`src/rtl/regfile_dump_pkg.sv`:
```
// Shared types for the register-file dump path: FSM states, default widths
// and the architectural register index type used by the regfile and debug path.
package regfile_dump_pkg;

  localparam int NREGS_DEF = 32;
  localparam int AW_DEF    = 5;
  localparam int DW_DEF    = 32;

  typedef logic [AW_DEF-1:0] reg_idx_t;

  typedef enum logic [1:0] {
    IDLE   = 2'd0,
    FETCH  = 2'd1,
    SEND   = 2'd2,
    FINISH = 2'd3
  } dump_state_t;

endpackage

```
`src/rtl/regfile_dump.sv`:
```
// Walks registers first..last (wrapping) through one read port, one word per 2 cycles best case;
// first word valid 2 edges after start, each word held stable until out_ready, abort drops to IDLE.
module regfile_dump
  import regfile_dump_pkg::*;
#(
  parameter int NREGS = NREGS_DEF,
  parameter int AW    = AW_DEF,
  parameter int DW    = DW_DEF
) (
  input  logic          clk,
  input  logic          reset,
  input  logic          start,
  input  logic          abort,
  input  logic [AW-1:0] first_idx,
  input  logic [AW-1:0] last_idx,
  output logic          busy,
  output logic          done,
  output logic [AW-1:0] rf_addr,
  input  logic [DW-1:0] rf_data,
  output logic          out_valid,
  input  logic          out_ready,
  output logic [DW-1:0] out_data,
  output logic [AW-1:0] out_idx
);

  localparam logic [AW-1:0] LAST_REG = AW'(NREGS - 1);

  dump_state_t   state;
  logic [AW-1:0] cursor;
  logic [AW-1:0] last_q;

  // Explicit wrap so non-power-of-two register counts still walk modulo NREGS.
  function automatic logic [AW-1:0] next_idx(input logic [AW-1:0] cur);
    if (cur == LAST_REG) return '0;
    return cur + 1'b1;
  endfunction

  // Driven from the cursor in every state so the external read-port mux never sees a glitch.
  assign rf_addr = cursor;

  always_ff @(posedge clk or posedge reset) begin
    if (reset) begin
      state     <= IDLE;
      busy      <= 1'b0;
      done      <= 1'b0;
      out_valid <= 1'b0;
      out_data  <= '0;
      out_idx   <= '0;
      cursor    <= '0;
      last_q    <= '0;
    end else begin
      done <= 1'b0;
      case (state)
        IDLE: begin
          if (start && !abort) begin
            cursor <= first_idx;
            last_q <= last_idx;
            busy   <= 1'b1;
            state  <= FETCH;
          end
        end

        FETCH: begin
          if (abort) begin
            busy  <= 1'b0;
            state <= IDLE;
          end else begin
            out_data  <= rf_data;
            out_idx   <= cursor;
            out_valid <= 1'b1;
            state     <= SEND;
          end
        end

        SEND: begin
          if (abort) begin
            // A handshake completing on this edge still counts as delivered.
            out_valid <= 1'b0;
            busy      <= 1'b0;
            state     <= IDLE;
          end else if (out_ready) begin
            out_valid <= 1'b0;
            if (cursor == last_q) begin
              done  <= 1'b1;
              state <= FINISH;
            end else begin
              cursor <= next_idx(cursor);
              state  <= FETCH;
            end
          end
        end

        FINISH: begin
          busy  <= 1'b0;
          state <= IDLE;
        end

        default: begin
          out_valid <= 1'b0;
          busy      <= 1'b0;
          state     <= IDLE;
        end
      endcase
    end
  end

endmodule

```
`config.mk`:
```
export PLATFORM = sky130hd
export DESIGN_NAME = regfile_dump
export DESIGN_NICKNAME = d
export VERILOG_FILES = /design/src/rtl/regfile_dump_pkg.sv /design/src/rtl/regfile_dump.sv
export SDC_FILE = /design/constraint.sdc
export NUM_CORES = 1
export LEC_CHECK = 0
export ABC_AREA = 1
export CAP_MARGIN = 10
export CORE_ASPECT_RATIO = 1.4
export CORE_MARGIN = 5
export CORE_UTILIZATION = 35
export DETAILED_ROUTE_END_ITERATION = 10
export HOLD_SLACK_MARGIN = 0.15
export PLACE_DENSITY_LB_ADDON = 0.3
export REMOVE_ABC_BUFFERS = 1
export SETUP_SLACK_MARGIN = 0.3
export SLEW_MARGIN = 20
export SYNTH_ARGS = -nofsm -noshare
export SYNTH_HDL_FRONTEND = slang
export SYNTH_SLANG_ARGS = --single-unit
```
`constraint.sdc`:
```
create_clock -name clk -period 1.4 [get_ports clk]
set_input_delay 0.28 -clock clk [delete_from_list [all_inputs] [get_ports clk]]
set_output_delay 0.28 -clock clk [all_outputs]
set_load 0.01 [all_outputs]
```
; After elaboration in Yosys (flattened, before gate mapping)
; Cells that the tools add are included.
[totals]
ff_bits = 52
inputBits = 47
out_inout_bits = 45
word_cells = 63
[op_classes]
n_addsub = 1
n_eq_ne = 12
mux = 29
bitwise_logic = 1
reduce_logical = 12
[ops]
columns = operator, n
row1 = two-way mux 5 bit, 6
row2 = two-way mux 1 bit, 14
row3 = two-way mux 2 bit, 5
row4 = inequality test 2 bit (second input constant), 5
row5 = one-hot mux 5 bit (2 select lines), 1
row6 = one-hot mux 2 bit (4 select lines), 1
row7 = AND reduction 2 bit, 4
row8 = adder 5 x 1 -> 5 bit (second input constant), 1
row9 = equality test 5 bit, 1
row10 = equality test 5 bit (second input constant), 1
row11 = AND reduction 5 bit, 1
row12 = equality test 2 bit (second input constant), 2
row13 = nonzero test 2 bit, 2
row14 = inequality test 3 bit (second input constant), 1
row15 = one-hot mux 1 bit (3 select lines), 1
row16 = AND reduction 3 bit, 1
row17 = equality test 2 x 1 -> 1 bit (second input constant), 1
row18 = logical NOT 2 bit, 1
row19 = inequality test 2 x 1 -> 1 bit (second input constant), 1
row20 = one-hot mux 1 bit (2 select lines), 1
row21 = OR reduction 2 bit, 1
row22 = logical AND 1 bit, 1
row23 = logical NOT 1 bit, 1
row24 = inverter 1 bit, 1

; Longest topological paths before layout
; Gate-level depths: netlist (run 1).
[depth]
depth_word = 11
ltp_mapped = 10
depth_no_buf = 10

; Worst setup path after synthesis (run 1)
; OpenSTA, ideal clock, no wires.
[synth_path]
kind = flip-flop to flip-flop
startpoint = reg state[0]
endpoint = reg cursor[0], in the netlist rf_addr[0]
setup_ns = 0.117
t_arrival_ns = 1.428
t_required_ns = 1.283
setup_slack_ns = -0.145
path_stages_with_launch = 8
path_buffers = 0
synth_period_minus_slack_ns = 1.545
path_cell_list = dfrtp_1 inv_1 ha_1 nor2_2 a211oi_4 nand2_4 nand2_1 nand2_1
[synth_via]
elab_chain_len = 3
elab_cells_between_ends = 9
cone_classes = eq/ne (5) / mux (1) / reduce/logical (3)
[synth_lines]
columns = item, line_no
row1 = from (decl), regfile_dump.sv:28  ; dump_state_t state;
row2 = from (signal assigned), regfile_dump.sv:43  ; state <= IDLE;
row3 = from (signal assigned), regfile_dump.sv:59  ; state <= FETCH;
row4 = from (signal assigned), regfile_dump.sv:66  ; state <= IDLE;
row5 = equality test 2 bit / logical NOT 2 bit (equally long branches), regfile_dump.sv:53  ; case (state)
row6 = inequality test 2 bit (no line) / nonzero test 2 bit (equally long branches), --
row7 = AND reduction 5 bit (no line), --
row8 = to (signal assigned), regfile_dump.sv:56  ; cursor <= first_idx;
row9 = to (signal assigned), regfile_dump.sv:87  ; cursor <= next_idx(cursor);
row10 = to (decl), regfile_dump.sv:29  ; logic [AW-1:0] cursor;
; Parallel ways exist; a longest one is shown, timed or not.
; A chain may end at the register's enable or synchronous reset.

; Final worst setup path (run 1)
[layout_path]
startpoint = reg state[1]
endpoint = reg cursor[3], in the netlist rf_addr[3]
; The elaborated chain is that of the path after synthesis.

==> results of run 1 <==
per-stage QoR:
stage	TNS [ns]	cells	area [sq um]
after floorplan	-27.17	267	2270
after global placement	-4.94	451	3460
after detailed placement	-5.97	451	3460
after CTS	-0.120	483	3830
after global routing	-2.25	500	4070
final	-0.275	500	4070
synthesized netlist by cell type (2+ instances only):
library cell,instances,area [sq um]
clkbuf_1,7,26.3
inv_1,11,41.3
nand2_2,2,12.5
nor2_2,4,25.0
o21ai_1,2,10.0
o21ai_0,6,30.0
nor2_1,12,45.0
nand2_1,143,537
ha_1,6,75.1
nand3_1,7,35.0
dfrtp_1,52,1300
mux2_1,3,33.8
inv_2,7,26.3
a21oi_1,5,25.0
what timing repair did:
item / 4_1_cts / 5_1_grt
pin swaps: 9 / 12
setup buffers: 22 / 17
cloned: 2 / 0
gates resized for setup: 255 / 27
endpoints found under the setup margin: 97 / 97
endpoints found under the hold margin: 0 / 0
hold buffers: 0 / 0
flip-flops by register name, indices dropped and copies added, names as in the netlist:
| name | count |
|---|---|
| out_data | 32 |
| state | 2 |
| out_valid | 1 |
| done | 1 |
| out_idx | 5 |
| busy | 1 |
| last_q | 5 |
| rf_addr | 5 |
final timing paths:
check                                      endpoint  slack, ns  depth (start not counted)
max                          rf_addr[3]$_DFFE_PP0P_      -0.07                          7
min                        out_data[26]$_DFFE_PP0P_       0.34                          3
max reg2reg                  rf_addr[3]$_DFFE_PP0P_      -0.07                          7
min reg2reg                 out_data[9]$_DFFE_PP0P_       0.48                          2
max in group asynchronous    rf_addr[3]$_DFFE_PP0P_       0.81                          3
min in group clk            out_data[9]$_DFFE_PP0P_       0.48                          2
area by class of cell:
| type | count | area (sq um) |
|---|---|---|
| fill | 572 | 2410 |
| tap | 74 | 92.6 |
| timing repair buffer | 151 | 1370 |
| multi-input combinational | 197 | 1110 |
| clock buffer | 6 | 82.6 |
| inverter | 18 | 75.1 |
| clock inverter | 2 | 38.8 |
| sequential | 52 | 1310 |
logic make-up (layout without fill, tap and decap cells):
logic type               after synthesis  in the layout  share of synthesized area (%)
AND/OR/NAND/NOR                      171            171                           29.6
flip-flops                            52             52                           56.6
buffers and inverters                 25            177                           4.08
AO/OA/AOI/OAI                         16             16                           4.62
adder cells (fa/ha/maj)                6              6                           3.26
multiplexers                           3              3                           1.47
XOR/XNOR                               1              1                          0.381
worst max-delay path: stages, from the launching register on:
cell and delay [ns]:
dfrtp_2 0.47, ha_4 0.20, buf_6 0.12, a211oi_4 0.19, buf_6 0.17, nand2_8 0.07, nand2_2 0.07, nand2_1 0.06
per-layer routing:
metal  routed length, microns  vias up  GRT usage [%]
li1                         -     1145              -
met5                        0        -              0
met3                      382        9           3.39
met1                     2810     1091           19.1
met2                     3660       72           29.1
met4                       96        0           5.25
power by group through the flow:
stage	combinational, mW	clock [mW]	sequential [mW]
5_1_grt	5.32	1.18	2.71
2_1_floorplan	1.40	0	2.90
6_report	4.90	1.10	2.63
3_3_place_gp	3.63	0	2.62
3_5_place_dp	3.71	0	2.63
4_1_cts	4.33	1.13	2.60
==> results.json, run 1 <==
{
  "grt_use_total_pct": 16.2,
  "whs_ns": 0.342,
  "drv_slew": 0,
  "setup_violations": 20,
  "period_share_pct": 105,
  "first_global_vias": 2280,
  "drt.antenna.violating_nets": 0,
  "worstPathRequired_ns": 1.60,
  "io_pins": 92,
  "rsz0062_at_grt": "true",
  "hold_violations": 0,
  "final_common_cell": "nand2_1",
  "port_buffers": 91,
  "cts_tree": "done",
  "ys_warn_count": 0,
  "path_clk_slew_ns": 0.10,
  "grt_pass1_wl_mm": 10.7,
  "power.leakage_nw": 2.10,
  "ys_async_sr_fraction_pct": 100,
  "hold_path.class": "in2async",
  "drt-initial-drc-count": 76,
  "vdd_drop_max_mv": 1.19,
  "final_util_pct": 62.8,
  "p_total_mw": 8.63,
  "ys_seq_elements": 52,
  "power_frac_clock_pct": 12.8,
  "synth_cell_types": 21,
  "rows": 35,
  "place_ws_ns": -0.271,
  "dpl.hpwl_mm": 4.33,
  "fin_ws_ns": -0.0684,
  "cp-startpoint": "state[1]$_DFFE_PP0P_",
  "clock_sinks": 52,
  "cts_buffer_depth": 2,
  "die_area_sq_um": 8310,
  "worstSetupStartpointType": "flip-flop",
  "max_freq_mhz": 681,
  "initial_utilization_pct": 35.5,
  "core_sq_um": 6480,
  "slew_headroom_pct": 81.1,
  "die_h_microns": 106,
  "post_drt_wl_per_cell_microns": 13.9,
  "swShare_pct": 37.6,
  "cts_buffers": 5,
  "final_layout_size_suffix_gt1_share_pct": 42.3,
  "antenna_cells": 0,
  "finalWirelength_mm": 6.96,
  "synth_ff_type": "dfrtp_1",
  "power_frac_seq_pct": 30.4,
  "first_pass_iters": 4,
  "clk_latency_ns": 0.31,
  "critical_path_class": "reg2reg",
  "grt_overflow_total": 0,
  "vias_per_cell": 4.63,
  "cellPowerDensity_nw_per_um2": 2120,
  "violations": "setup timing",
  "finalNetCount": 478,
  "cp-end-kind": "flip-flop",
  "combinationalPowerShare_pct": 56.8,
  "p_int_mw": 5.39,
  "cts_root_buf": "clkbuf_8",
  "synth-edff-count": 0,
  "fin_crit_ns": 1.47,
  "htreeDepth": 2,
  "arrival_ns": 1.67,
  "synth_cells": 274,
  "r2r-start": "state[1]$_DFFE_PP0P_",
  "synth_area_sq_um": 2300,
  "syn_avg_cell_area_sq_um": 8.39,
  "layout_common_cells": "nand2_1, dfrtp_1, clkdlybuf4s50_1, buf_4, buf_2",
  "seq_area_frac_synth_pct": 56.6,
  "gp_congestion": 0.886,
  "drc": 0,
  "die_w_microns": 78.5,
  "grt_max_degree": 53,
  "cap_violations": 0,
  "switching_power_mw": 3.24,
  "status": "finished with violations",
  "crit_path_max_fanout": 6,
  "antenna_found_initial": 0,
  "worst_pin_slew_ns": 0.284,
  "area_growth_pct": 77.0,
  "fin_skew_ns": 0.00661,
  "via_count": 2317
}
No activity file was read; power rests on OpenSTA's default activity.
==> run 2, diff against run 1 <==
clock period = 1.8 ns   (was 1.4 ns; I/O delays follow)
==> run 2 against run 1 <==
Net effect:
- sequential power is 24% lower
- largest power group unchanged
- combinational power shrank 46%
- sequential share of layout area grew 4.6 points
- non-clock buffer count shrank 45
- worst setup slack better by 0.39 ns
- final cell count down 9.0%
- largest cell class is now registers
- the flow now finishes without violations
- wire length down 15%
==> results.json, run 2 (synthesized netlist as in run 1, its figures left out) <==
{
  "grt_max_degree": 53,
  "use_met3_pct": 3.14,
  "dpl.hpwl_mm": 4.13,
  "vias_per_cell": 4.56,
  "fin_skew_ns": 0.00348,
  "port_buffers": 91,
  "clk_latency_ns": 0.29,
  "max_freq_mhz": 674,
  "cts_tree": "done",
  "worst_pin_slew_ns": 0.282,
  "vdd_drop_max_mv": 0.626,
  "cts_root_buf": "clkbuf_8",
  "critical_path_class": "reg2out",
  "finalWirelength_mm": 5.90,
  "r2r-start": "state[1]$_DFFE_PP0P_",
  "power.leakage_nw": 1.88,
  "post_drt_wl_per_cell_microns": 13.0,
  "final_layout_size_suffix_gt1_share_pct": 13.6,
  "cellPowerDensity_nw_per_um2": 1530,
  "rows": 35,
  "met2_usage_pct": 23.9,
  "setup_violations": 0,
  "antenna_cells": 0,
  "period_share_pct": 82.4,
  "grt_util_met1_pct": 17.6,
  "combinationalPowerShare_pct": 48.8,
  "antenna_found_initial": 0,
  "die_h_microns": 106,
  "p_int_mw": 3.35,
  "cp-startpoint": "rf_addr[2]$_DFFE_PP0P_",
  "path_clk_slew_ns": 0.09,
  "cts_buffer_depth": 2,
  "hold_path.class": "in2async",
  "slew_headroom_pct": 81.2,
  "grt_use_total_pct": 14.0,
  "power_frac_seq_pct": 36.7,
  "status": "finished clean",
  "die_area_sq_um": 8310,
  "drt-initial-drc-count": 68,
  "power_frac_clock_pct": 14.5,
  "largest_register_ffs": 32,
  "arrival_ns": 1.12,
  "crit_path_max_fanout": 2,
  "rsz0062_at_grt": "true",
  "worstSetupStartpointType": "flip-flop",
  "first_pass_iters": 4,
  "io_pins": 92,
  "first_global_vias": 2001,
  "core_sq_um": 6480,
  "initial_utilization_pct": 35.5,
  "drc": 0,
  "worstPathRequired_ns": 1.44,
  "finalNetCount": 433,
  "gp_congestion": 0.817,
  "grt_pass1_wl_mm": 9.46,
  "num-fill-cells": 639,
  "fin_ws_ns": 0.317,
  "cts_buffers": 5,
  "switching_power_mw": 2.07,
  "via_count": 2074,
  "hold_violations": 0,
  "largest-register": "out_data",
  "fin_crit_ns": 1.48,
  "swShare_pct": 38.3,
  "cap_violations": 0,
  "grt_most_used_layer": "met2",
  "drv_slew": 0,
  "clock_sinks": 52,
  "cp-end-kind": "primary output",
  "die_w_microns": 78.5,
  "place_ws_ns": -0.0101,
  "grt_overflow_total": 0,
  "htreeDepth": 2,
  "cts_hold_buf": 0,
  "area_growth_pct": 54.3,
  "whs_ns": 0.413,
  "final_common_cell": "nand2_1",
  "layout_common_cells": "nand2_1, dfrtp_1, clkdlybuf4s50_1, dlygate4sd2_1",
  "drt.antenna.violating_nets": 0
}
==> run 2: per-layer routing <==
layer,vias up,routed length (microns)
li1,1053,-
met5,-,0
met1,946,2570
met4,0,65
met2,68,2910
met3,7,358
==> run 2: power by group through the flow <==
stage | clock, mW | combinational [mW] | sequential (mW)
2_1_floorplan | 0 | 1.09 | 2.25
3_3_place_gp | 0 | 2.70 | 2.03
3_5_place_dp | 0 | 2.75 | 2.05
4_1_cts | 0.829 | 2.56 | 1.99
5_1_grt | 0.873 | 2.95 | 2.07
6_report | 0.786 | 2.65 | 1.99
==> run 2: cell type report <==
type                       count  area (sq um)  share of cell area, %
timing repair buffer         106          1020                   28.8
inverter                      18          72.6                   2.05
sequential                    52          1300                   36.7
clock buffer                   6          72.6                   2.05
tap                           74          92.6                   2.61
multi-input combinational    197           951                   26.8
clock inverter                 2          35.0                  0.987
==> run 2: critical path, cell delays in order (launching register included) <==
cell and delay (ns):
dfrtp_2 0.42, buf_4 0.14, dlygate4sd2_1 0.27
==> run 2: what timing repair did <==
action / in CTS / in global routing
gates resized for setup: 54 / 15
pin swaps: 2 / 5
endpoints found under the setup margin: 85 / 11
gates cloned: 0 / 1
buffers inserted: 5 / 2
==> run 2: worst paths after layout <==
kind / to / slack, ns / depth (start not counted)
worst max-delay path: rf_addr[2] / 0.32 / 2
max in group asynchronous: rf_addr[2]$_DFFE_PP0P_ / 1.13 / 3
worst max register to register: rf_addr[0]$_DFFE_PP0P_ / 0.32 / 8
min in group clk: done$_DFF_PP0_ / 0.46 / 4
worst min-delay path: out_data[26]$_DFFE_PP0P_ / 0.41 / 3
worst min register to register: out_data[15]$_DFFE_PP0P_ / 0.48 / 2
==> run 2: through the flow <==
| stage | TNS [ns] | std cells | instance area, sq um | utilization [%] | power, mW |
|---|---|---|---|---|---|
| final | 0 | 455 | 3550 | 54.7 | 5.42 |
| after global routing | 0 | 455 | 3550 | 54.7 | 5.89 |
| after CTS | 0 | 452 | 3470 | 53.6 | 5.38 |
| after detailed placement | -0.0168 | 439 | 3350 | 51.8 | 4.79 |
| after global placement | 0 | 439 | 3350 | 51.8 | 4.73 |
| after floorplan | -4.70 | 267 | 2270 | - | 3.34 |
==> run 3, diff against run 2 <==
clock period = 1.23 ns   (was 1.8 ns; I/O delays follow)
==> run 3 against run 2 <==
Net effect:
- the flow now finishes with violations (setup timing)
- global-route usage is 1.2 points higher
- largest cell class is now buffers
- die area is the same
- combinational power is 150% higher
- clock skew up 0.0017 ns
- wire length grew 31%
- clock power rose by 45%
- total power increased by 100%
- worst setup slack worse by 0.61 ns
- sequential power up 56%
- highest routed layer unchanged
- final cell count increased by 13%
- utilization increased by 15 points
==> results.json, run 3 (synthesized netlist as in run 1, its figures left out) <==
{
  "num-fill-cells": 509,
  "antenna_cells": 0,
  "core_sq_um": 6480,
  "cts_root_buf": "clkbuf_8",
  "swShare_pct": 38.5,
  "cpMostUsedCell": "nand2_2",
  "rows": 35,
  "cts_tree": "done",
  "cts_buffer_depth": 2,
  "finalNetCount": 494,
  "status": "finished with violations",
  "fin_ws_ns": -0.297,
  "largest_register_ffs": 32,
  "fin_crit_ns": 1.53,
  "hold_path.class": "in2async",
  "fin_skew_ns": 0.00520,
  "die_w_microns": 78.5,
  "htreeDepth": 2,
  "crit_path_max_fanout": 5,
  "combinationalPowerShare_pct": 60.9,
  "drt.antenna.violating_nets": 0,
  "grt_pass1_wl_mm": 10.2,
  "cp-end-kind": "flip-flop",
  "first_global_vias": 2174,
  "clk_latency_ns": 0.29,
  "grt_use_total_pct": 15.2,
  "power_frac_seq_pct": 28.6,
  "vias_per_cell": 4.65,
  "period_share_pct": 124,
  "grt_most_used_layer": "met2",
  "grt_max_degree": 53,
  "r2r_slack_ns": -0.30,
  "power_frac_clock_pct": 10.5,
  "gp_congestion": 0.835,
  "worstPathRequired_ns": 1.42,
  "io_pins": 92,
  "rsz0062_at_grt": "true",
  "area_growth_pct": 96.1,
  "largest-register": "out_data",
  "use_met3_pct": 3.14,
  "post_drt_wl_per_cell_microns": 14.9,
  "final_util_pct": 69.6,
  "grt_overflow_total": 0,
  "layout_common_cells": "nand2_1, dfrtp_1, nand2_2, clkdlybuf4s50_1, buf_4",
  "violations": "setup timing",
  "met2_usage_pct": 28.1,
  "cap_violations": 0,
  "cts_buffers": 5,
  "setup-tns-final_ns": -9.22,
  "critical_path_class": "reg2reg",
  "worst_pin_slew_ns": 0.294,
  "path_cells": "inv_2 -> ha_4 -> buf_6 -> clkinv_8 -> nor2_4 -> nand2_2 -> nand2_2 -> nor2_2 -> o21ai_1 -> nand2_1",
  "initial_utilization_pct": 35.5,
  "via_count": 2398,
  "cpPeakStageDelay_ns": 0.41,
  "power.leakage_nw": 2.29,
  "vdd_drop_max_mv": 1.40,
  "die_area_sq_um": 8310,
  "port_buffers": 91,
  "p_int_mw": 6.68,
  "die_h_microns": 106,
  "drt-initial-drc-count": 109,
  "arrival_ns": 1.71,
  "drv_slew": 0,
  "switching_power_mw": 4.19,
  "clock_sinks": 52,
  "finalWirelength_mm": 7.71,
  "first_pass_iters": 4,
  "critPathSlowestCell": "dfrtp_1",
  "grt_util_met1_pct": 17.2,
  "final_layout_size_suffix_gt1_share_pct": 55.0,
  "path_clk_slew_ns": 0.09,
  "setup_violations": 55,
  "cellPowerDensity_nw_per_um2": 2410,
  "final_common_cell": "nand2_1",
  "drc": 0,
  "max_freq_mhz": 655,
  "whs_ns": 0.299,
  "antenna_found_initial": 0,
  "worstSetupStartpointType": "flip-flop",
  "dpl.hpwl_mm": 4.47,
  "slew_headroom_pct": 80.3,
  "hold_violations": 0
}
[run 3: cell count changes in the layout (fill, tap and decap cells not counted), sizes merged]
| cell | delta |
|---|---|
| clkinv | +1 |
| clkdlybuf4s15 | -2 |
| dlygate4sd2 | -43 |
| clkdlybuf4s50 | +1 |
| dlymetal6s2s | -1 |
| buf | +103 |
| clkbuf | +3 |
| inv | -1 |
[run 3: repair_timing]
item	CTS	global route
resized for setup	228	137
gates cloned	0	5
setup endpoints to repair	97	97
pin swaps	9	53
setup buffers	15	32
hold buffers	0	0
[run 3: cell type report]
| type | instances | area (sq um) | area share (%) |
|---|---|---|---|
| clock buffers | 6 | 72.6 | 1.61 |
| clock inverters | 2 | 35.0 | 0.777 |
| inverters | 18 | 92.6 | 2.05 |
| multi-input cells | 197 | 1330 | 29.5 |
| flip-flops and latches | 52 | 1310 | 28.9 |
| well taps | 74 | 92.6 | 2.05 |
| repair buffers | 167 | 1580 | 35.1 |
[run 3: final timing paths]
kind,cells after the start,endpoint,start
min in group clk,2,out_data[9]$_DFFE_PP0P_,out_data[9]$_DFFE_PP0P_
setup reg to reg,10,state[1]$_DFFE_PP0P_,state[0]$_DFFE_PP0P_
max in group asynchronous,3,state[1]$_DFFE_PP0P_,reset
hold reg to reg,2,out_data[9]$_DFFE_PP0P_,out_data[9]$_DFFE_PP0P_
hold / removal,3,out_data[10]$_DFFE_PP0P_,reset
setup / recovery,10,state[1]$_DFFE_PP0P_,state[0]$_DFFE_PP0P_
[run 3: metrics by stage]
step                std cells  setup WS [ns]  cell area (sq um)  total power, mW
global placement          456         -0.350               3510             7.26
finish                    516         -0.297               4510             10.9
CTS                       479         -0.254               3700             8.72
floorplan                 267         -0.792               2270             4.89
detailed placement        456         -0.406               3510             7.37
global route              516         -0.354               4510             11.6
[run 3: power by group through the flow]
| stage | Clock [mW] | Combinational [mW] | Sequential [mW] |
|---|---|---|---|
| 2_1_floorplan | 0 | 1.60 | 3.30 |
| 3_3_place_gp | 0 | 4.29 | 2.97 |
| 3_5_place_dp | 0 | 4.36 | 3.00 |
| 4_1_cts | 1.18 | 4.59 | 2.96 |
| 5_1_grt | 1.24 | 7.12 | 3.19 |
| 6_report | 1.14 | 6.62 | 3.11 |
[run 3: layer usage]
layer,vias to the layer above,wire (microns)
met4,0,116
met2,64,4260
met5,-,0
met3,10,302
met1,1158,3030
li1,1166,-
[run 3: worst max-delay path: cells and delay by family, from the launching register on]
kind                     cells  cell delay [ns]
AO/OA/AOI/OAI                1             0.09
buffers and inverters        3             0.31
AND/OR/NAND/NOR              5             0.43
adder cells (fa/ha/maj)      1             0.17
flip-flops                   1             0.41
